File: src/rtl/cpu_pkg.sv
// rtl/cpu_pkg.sv - shared ALU codes, opcodes, mux selects and control states
package cpu_pkg;

    localparam int XLEN = 32;

    localparam logic [2:0] ALU_ADD = 3'b000;
    localparam logic [2:0] ALU_SUB = 3'b001;
    localparam logic [2:0] ALU_AND = 3'b010;
    localparam logic [2:0] ALU_OR  = 3'b011;
    localparam logic [2:0] ALU_SLT = 3'b101;

    localparam logic [6:0] OP_LW  = 7'b0000011;
    localparam logic [6:0] OP_SW  = 7'b0100011;
    localparam logic [6:0] OP_R   = 7'b0110011;
    localparam logic [6:0] OP_I   = 7'b0010011;
    localparam logic [6:0] OP_BEQ = 7'b1100011;

    localparam logic [1:0] SRC_A_PC    = 2'b00;
    localparam logic [1:0] SRC_A_OLDPC = 2'b01;
    localparam logic [1:0] SRC_A_RS1   = 2'b10;

    localparam logic [1:0] SRC_B_RS2  = 2'b00;
    localparam logic [1:0] SRC_B_IMM  = 2'b01;
    localparam logic [1:0] SRC_B_FOUR = 2'b10;

    localparam logic [1:0] RES_ALU    = 2'b00;
    localparam logic [1:0] RES_MEM    = 2'b01;
    localparam logic [1:0] RES_ALUOUT = 2'b10;

    localparam logic ADR_PC     = 1'b0;
    localparam logic ADR_ALUOUT = 1'b1;

    // How the ALU decoder should interpret funct3/funct7_5 this cycle.
    localparam logic [1:0] ALU_OP_ADD   = 2'b00;
    localparam logic [1:0] ALU_OP_SUB   = 2'b01;
    localparam logic [1:0] ALU_OP_RTYPE = 2'b10;
    localparam logic [1:0] ALU_OP_ITYPE = 2'b11;

    typedef enum logic [3:0] {
        S_FETCH   = 4'd0,
        S_DECODE  = 4'd1,
        S_MEMADR  = 4'd2,
        S_MEMRD   = 4'd3,
        S_MEMWB   = 4'd4,
        S_MEMWR   = 4'd5,
        S_EXECR   = 4'd6,
        S_EXECI   = 4'd7,
        S_ALUWB   = 4'd8,
        S_BRANCH  = 4'd9,
        S_ILLEGAL = 4'd10
    } state_t;

    function automatic logic funct3_supported(input logic [2:0] funct3);
        return (funct3 == 3'b000) || (funct3 == 3'b111) ||
               (funct3 == 3'b110) || (funct3 == 3'b010);
    endfunction

endpackage

File: src/rtl/alu_decoder.sv
// rtl/alu_decoder.sv - maps alu_op/funct3/funct7_5 to the 3-bit ALU control code
module alu_decoder
    import cpu_pkg::*;
(
    input  logic [1:0] alu_op,
    input  logic [2:0] funct3,
    input  logic       funct7_5,
    output logic [2:0] alu_ctrl,
    output logic       valid
);

    logic [2:0] func_ctrl;
    logic       sub_sel;

    // valid depends on funct3 alone so DECODE can qualify R/I-type before EXEC.
    assign valid   = funct3_supported(funct3);
    assign sub_sel = funct7_5 && (alu_op == ALU_OP_RTYPE);

    always_comb begin
        func_ctrl = ALU_ADD;
        case (funct3)
            3'b000:  func_ctrl = sub_sel ? ALU_SUB : ALU_ADD;
            3'b111:  func_ctrl = ALU_AND;
            3'b110:  func_ctrl = ALU_OR;
            3'b010:  func_ctrl = ALU_SLT;
            default: func_ctrl = ALU_ADD;
        endcase
    end

    always_comb begin
        alu_ctrl = ALU_ADD;
        case (alu_op)
            ALU_OP_ADD: alu_ctrl = ALU_ADD;
            ALU_OP_SUB: alu_ctrl = ALU_SUB;
            default:    alu_ctrl = func_ctrl;
        endcase
    end

endmodule

File: src/rtl/mc_control_fsm.sv
// rtl/mc_control_fsm.sv - multicycle main control FSM driving ALU code and datapath strobes
module mc_control_fsm
    import cpu_pkg::*;
#(
    parameter int XLEN = 32
) (
    input  logic       clk,
    input  logic       rst,
    input  logic [6:0] opcode,
    input  logic [2:0] funct3,
    input  logic       funct7_5,
    input  logic       zero,
    input  logic       mem_ready,
    output logic [2:0] alu_ctrl,
    output logic [1:0] alu_src_a,
    output logic [1:0] alu_src_b,
    output logic [1:0] result_src,
    output logic       adr_src,
    output logic       mem_req,
    output logic       mem_we,
    output logic       ir_write,
    output logic       pc_write,
    output logic       reg_write,
    output logic       illegal,
    output logic [3:0] state_o
);

    state_t     state;
    state_t     next_state;
    logic [1:0] alu_op;
    logic       dec_valid;
    logic       unused_xlen;

    assign unused_xlen = (XLEN != 0);
    assign state_o     = state;

    alu_decoder u_alu_decoder (
        .alu_op   (alu_op),
        .funct3   (funct3),
        .funct7_5 (funct7_5),
        .alu_ctrl (alu_ctrl),
        .valid    (dec_valid)
    );

    always_ff @(posedge clk) begin
        if (rst) begin
            state   <= S_FETCH;
            illegal <= 1'b0;
        end else begin
            state <= next_state;
            if (next_state == S_ILLEGAL) begin
                illegal <= 1'b1;
            end
        end
    end

    // Kept apart from the next-state block: dec_valid feeds next_state and
    // the decoder reads alu_op, so one block would form a false loop.
    always_comb begin
        alu_op = ALU_OP_ADD;
        if (!rst) begin
            case (state)
                S_EXECR:  alu_op = ALU_OP_RTYPE;
                S_EXECI:  alu_op = ALU_OP_ITYPE;
                S_BRANCH: alu_op = ALU_OP_SUB;
                default:  alu_op = ALU_OP_ADD;
            endcase
        end
    end

    always_comb begin
        next_state = state;
        alu_src_a  = SRC_A_PC;
        alu_src_b  = SRC_B_RS2;
        result_src = RES_ALU;
        adr_src    = ADR_PC;
        mem_req    = 1'b0;
        mem_we     = 1'b0;
        ir_write   = 1'b0;
        pc_write   = 1'b0;
        reg_write  = 1'b0;

        case (state)
            S_FETCH: begin
                mem_req   = 1'b1;
                alu_src_b = SRC_B_FOUR;
                if (mem_ready) begin
                    ir_write   = 1'b1;
                    pc_write   = 1'b1;
                    next_state = S_DECODE;
                end
            end
            S_DECODE: begin
                alu_src_a = SRC_A_OLDPC;
                alu_src_b = SRC_B_IMM;
                case (opcode)
                    OP_LW, OP_SW: next_state = S_MEMADR;
                    OP_R:         next_state = dec_valid ? S_EXECR : S_ILLEGAL;
                    OP_I:         next_state = dec_valid ? S_EXECI : S_ILLEGAL;
                    OP_BEQ:       next_state = S_BRANCH;
                    default:      next_state = S_ILLEGAL;
                endcase
            end
            S_MEMADR: begin
                alu_src_a  = SRC_A_RS1;
                alu_src_b  = SRC_B_IMM;
                next_state = opcode[5] ? S_MEMWR : S_MEMRD;
            end
            S_MEMRD: begin
                mem_req = 1'b1;
                adr_src = ADR_ALUOUT;
                if (mem_ready) begin
                    next_state = S_MEMWB;
                end
            end
            S_MEMWB: begin
                reg_write  = 1'b1;
                result_src = RES_MEM;
                next_state = S_FETCH;
            end
            S_MEMWR: begin
                mem_req = 1'b1;
                mem_we  = 1'b1;
                adr_src = ADR_ALUOUT;
                if (mem_ready) begin
                    next_state = S_FETCH;
                end
            end
            S_EXECR: begin
                alu_src_a  = SRC_A_RS1;
                alu_src_b  = SRC_B_RS2;
                next_state = S_ALUWB;
            end
            S_EXECI: begin
                alu_src_a  = SRC_A_RS1;
                alu_src_b  = SRC_B_IMM;
                next_state = S_ALUWB;
            end
            S_ALUWB: begin
                reg_write  = 1'b1;
                result_src = RES_ALUOUT;
                next_state = S_FETCH;
            end
            S_BRANCH: begin
                alu_src_a  = SRC_A_RS1;
                alu_src_b  = SRC_B_RS2;
                result_src = RES_ALUOUT;
                pc_write   = zero;
                next_state = S_FETCH;
            end
            S_ILLEGAL: begin
                next_state = S_ILLEGAL;
            end
            default: begin
                next_state = S_FETCH;
            end
        endcase

        // A reset cycle must never commit anything, even mid-access.
        if (rst) begin
            mem_req   = 1'b0;
            mem_we    = 1'b0;
            ir_write  = 1'b0;
            pc_write  = 1'b0;
            reg_write = 1'b0;
        end
    end

endmodule

File: config.mk
export PLATFORM = sky130hd
export DESIGN_NAME = mc_control_fsm
export DESIGN_NICKNAME = d
export VERILOG_FILES = /design/src/rtl/cpu_pkg.sv /design/src/rtl/alu_decoder.sv /design/src/rtl/mc_control_fsm.sv
export SDC_FILE = /design/constraint.sdc
export NUM_CORES = 1
export LEC_CHECK = 0
export ABC_AREA = 0
export BUFFER_PORTS_ARGS = -buffer_cell sky130_fd_sc_hd__buf_2
export CORE_MARGIN = 2
export CORE_UTILIZATION = 35
export CTS_CLUSTER_SIZE = 20
export DETAILED_ROUTE_END_ITERATION = 8
export PLACE_DENSITY = 0.69
export SETUP_SLACK_MARGIN = 0.4
export SYNTH_ARGS = -nofsm -noshare
export SYNTH_HDL_FRONTEND = slang
export SYNTH_HIERARCHICAL = 1
export SYNTH_SLANG_ARGS = --single-unit
File: constraint.sdc
create_clock -name clk -period 1.25 [get_ports clk]
set_input_delay 0 -clock clk [delete_from_list [all_inputs] [get_ports clk]]
set_output_delay 0 -clock clk [all_outputs]
set_load 0.05 [all_outputs]
==> results.md, run 1 <==
* Status: stopped before the end
* Failing step: 5_1_grt
* Err: [ERROR DPL-0038] Utilization greater than 100%, impossible to legalize
* Number of I/O pins at 35
* Num CTS Buffers at 3
* Avg Cell Area, Syn at ~7.3 sq um
* Register area share after synthesis at 15.8%
* FP Rows at 15
* Clk sinks at 5
* FF+latch count, synth at 5
* Die Wd at 46.5 um
* Most frequent cell after synthesis: nor2_1
* Post-Synth XOR/XNOR Area at 2.77%
* Largest family of logic cells by synthesized area: simple AND/OR/NAND/NOR gates
* Placed cell areas at 1110 sq um
* Root Buffer: clkbuf_4
* Ys async rst share at 0%
* I/O Buffers at 34
* Cells taking the most area after synthesis: dfxtp_1 (16%), buf_6 (5.3%), nor2b_1 (5.0%)
* Placed insts at ~160
* Cells after Synth at 86
* Final RePlAce weighted congestion at 0.775
* Post-synth top flop: dfxtp_1
* Compound-Gate Fraction of Synth Area at roughly 21%
* Synth top cells by count: nor2_1 (8), nand2_1 (7), dfxtp_1 (5), nor2b_1 (5), nor3_1 (5)
* Worst ep type: output port
* Die height at 46.5 um
* GR repair worst EP: alu_ctrl[0]
* Adder-cell share of the synthesized area at 0%
* Syn nets at 101
* Clock Path Buffers at 2
* Synth cell types at 37
* Initial Util at 37.0%
* Largest net degree at the start of global routing at 9
* EDFF count, synth at 0
* Cell area after synthesis at between 600 and 700 sq um
* Hpwl dp at 1510 um
* Leading area contributor after synthesis: dfxtp_1
* CTS H-tree lvls at 1
* Yosys top cell area share at 15.8%
* Mux cell area share after synthesis at 5.54%
* Post-Synth Simple-Gate Area at 44.0%
* Synth warnings at 6
[repair_timing]
item,in CTS
hold buffers,0
pin swaps,14
gates resized for setup,75
setup buffers,11
gates cloned,0
setup endpoints to repair,24
[per-stage QoR]
step | hold WS, ps | setup slack (ps)
global placement | 307 | -66.3
detailed placement | 317 | -97.4
floorplan | 59.4 | -437
CTS | 53.8 | -244
[cells by family after synthesis]
logic type,Yosys count
simple gates,46
compound gates,19
buf+inv,11
flops,5
mux,3
xor+xnor,2
==> inputs of run 2 (changes only) <==
--- a/config.mk
+++ b/config.mk
@@ -7,12 +7,10 @@
 export LEC_CHECK = 0
 export ABC_AREA = 0
 export BUFFER_PORTS_ARGS = -buffer_cell sky130_fd_sc_hd__buf_2
-export CORE_MARGIN = 2
-export CORE_UTILIZATION = 35
-export CTS_CLUSTER_SIZE = 20
+export CORE_AREA = 2 2 63 65
 export DETAILED_ROUTE_END_ITERATION = 8
-export PLACE_DENSITY = 0.69
-export SETUP_SLACK_MARGIN = 0.4
+export DIE_AREA = 0 0 65 67
+export PLACE_DENSITY_LB_ADDON = 0.15
 export SYNTH_ARGS = -nofsm -noshare
 export SYNTH_HDL_FRONTEND = slang
 export SYNTH_HIERARCHICAL = 1
==> constraint.sdc (replaced) <==
create_clock -name clk -period 1.6 [get_ports clk]
set_input_delay 0 -clock clk [delete_from_list [all_inputs] [get_ports clk]]
set_output_delay 0 -clock clk [all_outputs]
set_load 0.05 [all_outputs]
==> run 2 against run 1 <==
Compared with the run above: area after synthesis is the same; synthesized cell count is the same; the flow now finishes without violations.
==> results.md, run 2 <==
* DR DRC count at 0
* Sw Pwr at 0.469 mW
* Post-synth top flop: dfxtp_1
* Commonest non-fill, non-tap cell in the layout: buf_2
* Num CTS Buffers at 3
* Final RePlAce weighted congestion at 0.721
* Cells after Synth at 86
* Post-Route WL at ~2000 um
* Initial Util at around 18%
* Final Hold Viols at 0
* Period utilisation layout at between 90% and 100%
* Total power at 0.969 mW
* Vias in the first global route at between 700 and 800
* Synth warnings at 6
* FF+latch count, synth at 5
* Clock skew at 2.76 ps
* Syn-to-layout area delta at 70.1%
* FF/Latch Area at 113 sq um
* Peak VDD IR at roughly 0.50 mV
* Clock Path Buffers at 2
* Sequential share of power at 17.9%
* Cell area after synthesis at approximately 630 sq um
* Clk sinks at 5
* Lkg Pwr at between 0.4 and 0.5 nW
* Synth cell types at 37
* Layout cells sized above 1 at 58.9%
* Clock power frac at between 20% and 30%
* Crit Path Max Fanout at 12
* Leading area contributor after synthesis: dfxtp_1
* Yosys top cell area share at about 16%
* Gate power share at 58.1%
* Ys async rst share at 0%
* Register area share after synthesis at ~16%
* Hold WS at between 150 and 200 ps
* Full die area at 4360 sq um
* Final Max Tran Viols at 0
* Placed cell areas at 985 sq um
* Initial antenna violation count at 0
* EDFF count, synth at 0
* Synth top cells by count: nor2_1 (8), nand2_1 (7), dfxtp_1 (5), nor2b_1 (5), nor3_1 (5)
* Placed insts at 167
* DR WL/cell at ~12 um
* Avg Cell Area, Syn at 7.35 sq um
* Worst Setup End Kind: output port
* Clk_lat worst skew at 220 ps
* PwrDens at 901 nW/um^2
* FP Rows at 22
* Initial DRC count at 14
* Ant diodes at 0
* Most frequent cell after synthesis: nor2_1
* Vias/cell at between 4 and 5
* Hold WC Path Type: in2reg
* CP required at 1600 ps
* Die Wd at 65 um
* Commonest non-fill, non-tap cells in the layout: buf_2 (29), nor2_1 (7), buf_4 (7)
* CTS H-tree lvls at 1
* Worst Max-Slew Pin Slew at between 300 and 400 ps
* Largest net degree at the start of global routing at 13
* Final #Nets at 140
* Router iterations before antenna repair at 4
* Fillers at ~410
* Period minus WS final at 1510 ps
* I/O Buffers at 34
* F_max at 660 MHz
* Fin util at 29.8%
* Max reg flops at 4
* Design area at 1070 sq um
* Number of I/O pins at 35
* RSZ-0062 raised after global routing: no
* Status: complete, no violations
* Crit Path Category: reg2out
* Cells taking the most area after synthesis: dfxtp_1 (16%), buf_6 (5.3%), nor2b_1 (5.0%)
* Count of non-filler cells in the finished layout at 172
* Core box area at approximately 3600 sq um
* Die height at about 67 um
* Clock slew at reported path FFs at ~30 ps
* Multi-input gate area at between 500 and 600 sq um
* Syn nets at ~100
* Final setup viols at 0
* Hold buffers post-CTS at 0
* Hpwl dp at 1640 um
* Total number of vias at ~760
* Tot GR Track Use at 10.4%
* Grt total ovfl at 0
* Switching share of power at 48.5%
* P_int at 0.499 mW
* Worst slew margin at 76.9%
* Root Buffer: clkbuf_8
* WP data arrival at 1510 ps
* Startpoint Class: register
* Post-DRT Antenna Nets at 0
* First-pass GRT wire length at 3490 um
* Max-cap violations at 0
* CTS tree: done
-- run 2: cell counts after synthesis --
Identical to the previous run, type by type.
-- run 2: layout make-up --
type,count,area share (%)
multi-input combinational,70,55.4
sequential,5,10.5
timing repair buffer,41,22.9
inverter,4,1.40
clock buffer,4,4.19
tap,48,5.59
-- run 2: path summary, 6_finish.rpt --
check	startpoint	endpoint	slack, ps	depth (start not counted)
worst max register to register	state_o[1]	state_o[2]	330	5
worst min register to register	illegal	illegal	490	2
worst min-delay path	opcode[4]	state_o[0]	160	4
worst max-delay path	state_o[2]	ir_write	90	4
-- run 2: routing by layer --
metal  global-route usage, %  vias up  share of wire [%]
li1                        -      386                  -
met1                    13.6      331                 47
met2                    16.1       31                 43
met3                    1.69        8                6.9
met4                    6.12        0                2.4
met5                       0        -                  0
-- run 2: critical path, stage by stage, from the launching register on --
cell      delay, ps
dfxtp_4         360
buf_4           190
nor4_4          310
and3b_2         210
clkbuf_4        220
-- run 2: cell families (layout without fill, tap and decap cells) --
family | Yosys count | after routing | synth area share [%]
simple gates | 46 | 46 | 44.0
xor+xnor | 2 | 2 | 2.77
mux | 3 | 3 | 5.54
compound gates | 19 | 19 | 20.8
buf+inv | 11 | 49 | 11.1
flops | 5 | 5 | 15.8
-- run 2: power by group through the flow --
stage	combinational (mW)	clock [mW]	sequential [mW]
finish	0.563	0.232	0.174
global route	0.608	0.253	0.178
CTS	0.558	0.238	0.172
detailed placement	0.555	0	0.174
global placement	0.555	0	0.175
floorplan	0.419	0	0.203
-- run 2: metrics by stage --
step | worst slack [ps] | setup TNS, ps
2_1_floorplan | -87.0 | -212
3_3_place_gp | 204 | 0
3_5_place_dp | 156 | 0
4_1_cts | 23.5 | 0
5_1_grt | 10.1 | 0
6_report | 85.3 | 0
-- run 2: repair_timing --
item	CTS	global route
pin swaps	1	4
buffers inserted	0	1
setup endpoints to repair	2	5
gates resized for setup	3	9
Note: power is estimated with default switching activity, not from simulation.
